$ cat config.mk
export PLATFORM = sky130hd
export DESIGN_NAME = mem_stage
export DESIGN_NICKNAME = d
export VERILOG_FILES = /design/src/rtl/mem_stage.sv
export SDC_FILE = /design/constraint.sdc
export NUM_CORES = 1
export LEC_CHECK = 0
export CORE_ASPECT_RATIO = 1.1
export CORE_MARGIN = 10
export CORE_UTILIZATION = 35
export CTS_CLUSTER_SIZE = 28
export DETAILED_ROUTE_END_ITERATION = 6
export PLACE_DENSITY = 0.69
export SYNTH_ARGS = -nofsm -noshare
export SYNTH_HDL_FRONTEND = slang
export SYNTH_SLANG_ARGS = --single-unit
$ cat constraint.sdc
create_clock -name clk -period 5.5 [get_ports clk]
set_clock_uncertainty 0.1 [all_clocks]
set_input_delay 1.1 -clock clk [delete_from_list [all_inputs] [get_ports clk]]
set_output_delay 1.1 -clock clk [all_outputs]
set_load 0.01 [all_outputs]
$ cat src/rtl/mem_stage.sv
// rtl/mem_stage.sv - MIPS memory-access stage: M pipeline register, data-bus handshake, writeback hand-off, bypass info
module mem_stage #(
    parameter int ADDR_W = 32,
    parameter int DATA_W = 32
) (
    input  logic                clk,
    input  logic                reset,
    input  logic                in_valid,
    output logic                in_ready,
    input  logic [ADDR_W-1:0]   in_pc,
    input  logic [4:0]          in_regw,
    input  logic [DATA_W-1:0]   in_res,
    input  logic [DATA_W-1:0]   in_sdata,
    input  logic                in_rm,
    input  logic                in_wm,
    output logic                dreq_valid,
    output logic [ADDR_W-1:0]   dreq_addr,
    output logic [DATA_W/8-1:0] dreq_strobe,
    output logic [DATA_W-1:0]   dreq_data,
    input  logic                dresp_addr_ok,
    input  logic                dresp_data_ok,
    input  logic [DATA_W-1:0]   dresp_data,
    output logic                out_valid,
    input  logic                out_ready,
    output logic [ADDR_W-1:0]   out_pc,
    output logic [4:0]          out_regw,
    output logic [DATA_W-1:0]   out_wdata,
    output logic [4:0]          fwd_regw,
    output logic [DATA_W-1:0]   fwd_data,
    output logic                fwd_busy
);

    typedef enum logic [1:0] {
        EMPTY = 2'd0,
        REQ   = 2'd1,
        WAIT  = 2'd2,
        DONE  = 2'd3
    } state_t;

    state_t              state;
    logic [ADDR_W-1:0]   pc_q;
    logic [ADDR_W-1:0]   addr_q;
    logic [DATA_W-1:0]   sdata_q;
    logic [DATA_W-1:0]   wdata_q;
    logic [4:0]          regw_q;
    logic                load_q;
    logic                store_q;
    logic                accept;

    assign in_ready = (state == EMPTY) || (state == DONE && out_ready);
    assign accept   = in_valid && in_ready;

    always_ff @(posedge clk or posedge reset) begin
        if (reset) begin
            state   <= EMPTY;
            pc_q    <= '0;
            addr_q  <= '0;
            sdata_q <= '0;
            wdata_q <= '0;
            regw_q  <= '0;
            load_q  <= 1'b0;
            store_q <= 1'b0;
        end else if (accept) begin
            pc_q    <= in_pc;
            addr_q  <= {in_res[ADDR_W-1:2], 2'b00};
            sdata_q <= in_sdata;
            // rm and wm both set behaves as a plain load
            load_q  <= in_rm;
            store_q <= in_wm && !in_rm;
            if (in_rm || in_wm) begin
                state   <= REQ;
                regw_q  <= in_rm ? in_regw : 5'd0;
                wdata_q <= '0;
            end else begin
                state   <= DONE;
                regw_q  <= in_regw;
                wdata_q <= in_res;
            end
        end else begin
            case (state)
                REQ: begin
                    if (dresp_addr_ok) begin
                        if (dresp_data_ok) begin
                            state <= DONE;
                            if (load_q) wdata_q <= dresp_data;
                        end else begin
                            state <= WAIT;
                        end
                    end
                end
                WAIT: begin
                    if (dresp_data_ok) begin
                        state <= DONE;
                        if (load_q) wdata_q <= dresp_data;
                    end
                end
                DONE: begin
                    if (out_ready) state <= EMPTY;
                end
                default: ;
            endcase
        end
    end

    // Bus outputs are only driven in REQ so stale request data never leaks onto the bus
    assign dreq_valid  = (state == REQ);
    assign dreq_addr   = (state == REQ) ? addr_q : '0;
    assign dreq_strobe = (state == REQ && store_q) ? '1 : '0;
    assign dreq_data   = (state == REQ) ? sdata_q : '0;

    assign out_valid = (state == DONE);
    assign out_pc    = pc_q;
    assign out_regw  = regw_q;
    assign out_wdata = wdata_q;

    assign fwd_regw = (state == EMPTY) ? 5'd0 : regw_q;
    assign fwd_data = wdata_q;
    assign fwd_busy = load_q && (state == REQ || state == WAIT);

endmodule
==> results of run 1 <==
metal layers:
| metal | share of wire [%] | GRT usage (%) | vias to the layer above |
|---|---|---|---|
| met4 | 0.82 | 4.78 | 0 |
| met2 | 49 | 28.4 | 227 |
| li1 | - | - | 2243 |
| met5 | 0 | 0 | - |
| met1 | 39 | 19.2 | 2388 |
| met3 | 11 | 8.22 | 11 |
worst max-delay path by stage:
| stage | from | end | slack, ns | cells after the start |
|---|---|---|---|---|
| 2_1_floorplan | reset | addr_q[10] | 0.69 | 1 |
| 3_3_place_gp | out_ready | fwd_data[8] | 1.88 | 5 |
| 3_5_place_dp | out_ready | fwd_data[8] | 1.79 | 5 |
| 4_1_cts | state[1] | dreq_strobe[0] | 1.38 | 4 |
| 5_1_grt | state[1] | dreq_strobe[0] | 1.23 | 4 |
| 6_report | state[1] | dreq_strobe[0] | 1.47 | 4 |
worst reg2reg max path, stage by stage (launching register included):
cell and delay (ns):
dfrtp_1 0.41, inv_1 0.13, ha_2 0.91, mux2_1 0.29, nand3_2 0.52, nand2_2 0.83
a2bb2oi_1 0.25
metrics by stage:
| stage | util (%) | area [um^2] | hold slack [ns] | instances |
|---|---|---|---|---|
| final | 56.2 | 10000 | 0.383 | 1031 |
| after global routing | 56.2 | 10000 | 0.405 | 1031 |
| after CTS | 56.2 | 10000 | 0.385 | 1031 |
| after detailed placement | 52.8 | 9390 | 0.371 | 999 |
| after global placement | 52.8 | 9390 | 0.374 | 999 |
| after floorplan | - | 6370 | 0.342 | 510 |
cell usage after synthesis:
cell type,number,share of area (%)
o21ai_0,32,2.5
and3_1,1,0.098
nand2_4,1,0.18
mux2_4,43,10
a31oi_1,1,0.098
nor2_1,2,0.12
o21ai_1,7,0.55
buf_6,5,0.88
buf_4,42,5.0
nand2_1,43,2.5
nor2b_1,4,0.39
a2bb2oi_1,32,4.4
inv_1,4,0.24
a21o_4,1,0.24
or3_1,1,0.098
mux2_1,1,0.18
buf_2,13,1.0
nand2_2,1,0.098
conb_1,1,0.059
and2_1,64,6.3
buf_8,1,0.24
mux2_2,52,9.2
nand4_1,1,0.098
and2b_1,1,0.12
nand3_2,1,0.16
nand2b_1,3,0.30
clkbuf_1,8,0.47
a21oi_1,2,0.16
o2111ai_1,1,0.14
o31a_1,1,0.14
ha_1,4,0.79
dfrtp_1,135,53
power breakdown:
part	switching, mW	leakage, nW	internal (mW)
registers	0.328	1.60	1.51
clock network	0.452	0.299	0.746
logic	1.17	2.35	1.83
total	1.95	4.25	4.09
sequential cells by signal, summed over array words and instances, names as in the netlist:
name,cells
out_pc,32
addr_q,30
load_q,1
state,2
fwd_data,32
store_q,1
out_regw,5
sdata_q,32
logic make-up after synthesis:
group           after synthesis  share of synthesized area [%]
simple gates                123                           10.5
fa+ha+maj                     4                          0.787
other cells                   1                         0.0589
buf+inv                      73                           7.81
flops                       135                           53.1
mux                          96                           19.5
compound gates               77                           8.24
final cells by class:
cell class              instances  area, um^2
multi-input cells             302        2500
clock inverters                12         163
repair buffers                320        3190
well taps                     238         298
clock buffers                  20         457
inverters                       4        20.0
flip-flops and latches        135        3380
fillers                      1463        7790
==> flow_summary.ini, run 1 <==
[status]
outcome = finished, final reports clean

[worst_hold_path]
hp-class = reg2reg
hp-start = store_q
hold_end = store_q
hold_depth = 2

[worst_setup_path]
cp_cell_sequence = inv_1 -> ha_2 -> and2_1 -> clkdlybuf4s50_1
cp-end-kind = output port
regToRegSetupSlack_ns = 1.99
max_stage_delay_ns = 0.91
cp.arrival_ns = 2.83
r2r_cells = 6
critPathLaunchType = register
crit_fanout = 67
critPathSlowestCell = ha_2
r2r_end = fwd_data[20]
cp.required_ns = 4.30
worst-path-buf-inv = 2
path_class = reg2out
crit_family = adder cells
r2r_start = state[1]

[global_routing]
grt_max_degree = 107
grt_pass1_wl_mm = 32.1
gr-total-overflow = 0
grt.total_usage_pct = 17.1
antenna_found_initial = 0
grt_pass1_vias = 5452

[clocking]
path_clk_slew_ns = 0.06
post_cts_buffers = 0
root_buffer = clkbuf_16
clock_path_buffers = 2
cts-hold-fix-buffers = 0
clk_latency_ns = 0.40
cts_num_sinks = 135
ctsHtreeMaxLevel = 4
cts_buffers = 17
cts_tree = yes
cts_resized = 0

[floorplan]
ios = 319
die_w_um = 149
die_area_um2 = 24000
die_h_um = 161
core.rowCount = 51
start_util_pct = 35.7
coreArea_um2 = 17800

[routing]
final_antenna_net_count = 0
wl_per_cell_um = 20.2
drcViolationCount = 0
drtIter0Drc = 178
via_per_inst = 4.72
wirelength_mm = 20.8
drt_pass1_iterations = 4
vias = 4869

[sta]
period_share_pct = 73.4
rsz0062_at_grt = false
fin_setup_tns_ns = 0
hold_viol = 0
setup_violations = 0
worst_pin_slew_ns = 1.13
clock.fmax_ghz = 0.248
layout_setup_ws_ns = 1.47
report.final.slew_viol_count = 0
maxSlewHeadroom_pct = 24.7
final.min_clock_period_ns = 4.03

[place]
gpl.final_weighted_congestion = 0.801
dp_hpwl_mm = 15.5
dp_slack_ns = 1.79
port_buffers = 316

[synthesis]
synth_area_um2 = 6360
ys_seq_area_share_pct = 53.1
yosys_register_bits = 135
syn_avg_cell_area_um2 = 12.5
synth.distinct_cells = 32
syn_inst = 509
yosysWarnings = 0

[flow_run]
maxCapViolations = 0

[final_layout]
area_delta_synth_final_pct = 57.3
final_cell_mix = clkdlybuf4s50_1 (316), dfrtp_1 (135), and2_1 (64)
mostFrequentLayoutCell = clkdlybuf4s50_1
nets = 925
antenna_cells = 0
drive_above_1_share_pct = 17.2

[pwr]
p_leak_nw = 4.25
power_density_nw_per_um2 = 604
ir_worst_vdd_mv = 0.280
totalPowerFinal_mw = 6.04
No activity file was read; power rests on OpenSTA's default activity.
==> inputs of run 2 (changes only) <==
- clock period: 5.5 -> 4.1 ns (I/O delays scaled with it)
==> flow_summary.ini, run 2 (synthesis results as in run 1) <==
[pwr]
intPower_mw = 5.40
p_leak_nw = 4.24
p_clk_share_pct = 18.6
p_sw_mw = 2.61
power_density_nw_per_um2 = 800
totalPowerFinal_mw = 8.00
ir_worst_vdd_mv = 0.362
p_sw_share_pct = 32.6
seqPwrFrac_pct = 30.9
combPwrFrac_pct = 50.5

[floorplan]
die_area_um2 = 24000
coreArea_um2 = 17800
ios = 319
die_h_um = 161
core.rowCount = 51
die_w_um = 149
start_util_pct = 35.7

[routing]
vias = 4925
final_antenna_net_count = 0
via_per_inst = 4.78
drt_pass1_iterations = 4
wirelength_mm = 20.9
drtIter0Drc = 169
wl_per_cell_um = 20.2
drcViolationCount = 0

[worst_setup_path]
cp-end-kind = output port
r2r_end = fwd_data[22]
r2r_start = state[1]
critPathSlowestCell = clkdlybuf4s50_1
cp.arrival_ns = 2.62
crit_fanout = 46
critPathLaunchType = register
cp_cell_sequence = inv_1 -> ha_2 -> buf_4 -> and2_1 -> clkdlybuf4s50_1
cp.required_ns = 3.18
path_class = reg2out
r2r_cells = 7
max_stage_delay_ns = 0.54
regToRegSetupSlack_ns = 0.63

[worst_hold_path]
hp-class = reg2reg
hold_end = store_q
hold_depth = 2
hp-start = store_q

[final_layout]
area_delta_synth_final_pct = 57.2
final_util_pct = 56.2
drive_above_1_share_pct = 17.3
final_cell_mix = clkdlybuf4s50_1 (316), dfrtp_1 (135), and2_1 (64)
mostFrequentLayoutCell = clkdlybuf4s50_1
nets = 927
antenna_cells = 0
fillers = 1447

[clocking]
root_buffer = clkbuf_16
post_cts_buffers = 0
path_clk_slew_ns = 0.06
cts-hold-fix-buffers = 0
cts_tree = yes
clk_latency_ns = 0.40
cts_buffers = 17
ctsHtreeMaxLevel = 4
cts_num_sinks = 135
clock_path_buffers = 2
cts_resized = 0

[global_routing]
grt_pass1_vias = 5460
gr-total-overflow = 0
grt_pass1_wl_mm = 32.0
antenna_found_initial = 0
grt.total_usage_pct = 17.0
grt_max_degree = 76

[place]
port_buffers = 316
gpl.final_weighted_congestion = 0.781
dp_hpwl_mm = 15.8

[sta]
worst_pin_slew_ns = 0.824
clock.fmax_ghz = 0.282
fin_setup_tns_ns = 0
report.final.slew_viol_count = 0
final.min_clock_period_ns = 3.54
hold_viol = 0
holdWs_ns = 0.380
period_share_pct = 86.4
maxSlewHeadroom_pct = 45.0
setup_violations = 0
rsz0062_at_grt = false

[flow_run]
maxCapViolations = 0

[status]
outcome = finished, final reports clean
[run 2: per-layer routing]
layer	part of all wire [%]	GRT usage, %	vias up
met5	0	0	-
met4	1.4	5.23	0
met3	11	7.57	20
met2	49	28.7	224
met1	39	18.8	2438
li1	-	-	2243
[run 2: layout make-up]
cell class,instances,area [um^2],area share [%]
Multi-Input combinational cell,302,2500,25.0
Inverter,4,18.8,0.188
Clock buffer,18,439,4.39
Timing Repair Buffer,322,3230,32.3
Clock inverter,12,130,1.30
Sequential cell,135,3380,33.8
Tap cell,238,298,2.98
[run 2: stage by stage]
stage,area (um^2),setup slack (ns),cells
floorplan,6370,1.50,510
global placement,9430,0.699,1001
detailed placement,9430,0.544,1001
CTS,10000,0.489,1031
global route,10000,0.274,1031
finish,10000,0.556,1031
[run 2: worst max-delay path by stage]
stage / from / to / slack (ns) / cells after the start
after floorplan: reset / addr_q[10] / 1.50 / 1
after global placement: state[1] / fwd_data[8] / 0.70 / 7
after detailed placement: state[1] / fwd_data[22] / 0.54 / 7
after CTS: state[1] / dreq_addr[2] / 0.49 / 5
after global routing: state[1] / fwd_data[28] / 0.27 / 7
final: state[1] / dreq_addr[9] / 0.56 / 5
[run 2: worst max-delay path: cells and delay by family, from the launching register on]
kind / cells / cell delay (ns)
adders and majority gates: 1 / 0.44
DFF: 1 / 0.41
and+or+nand+nor: 1 / 0.21
buffers and inverters: 3 / 1.12
[run 2: power groups by stage]
stage / Clock, mW / Combinational (mW) / Sequential, mW
after global placement: 0 / 4.04 / 2.46
after CTS: 1.52 / 4.12 / 2.48
after global routing: 1.58 / 4.32 / 2.57
final: 1.49 / 4.04 / 2.48
after floorplan: 0 / 2.13 / 2.52
after detailed placement: 0 / 4.11 / 2.49
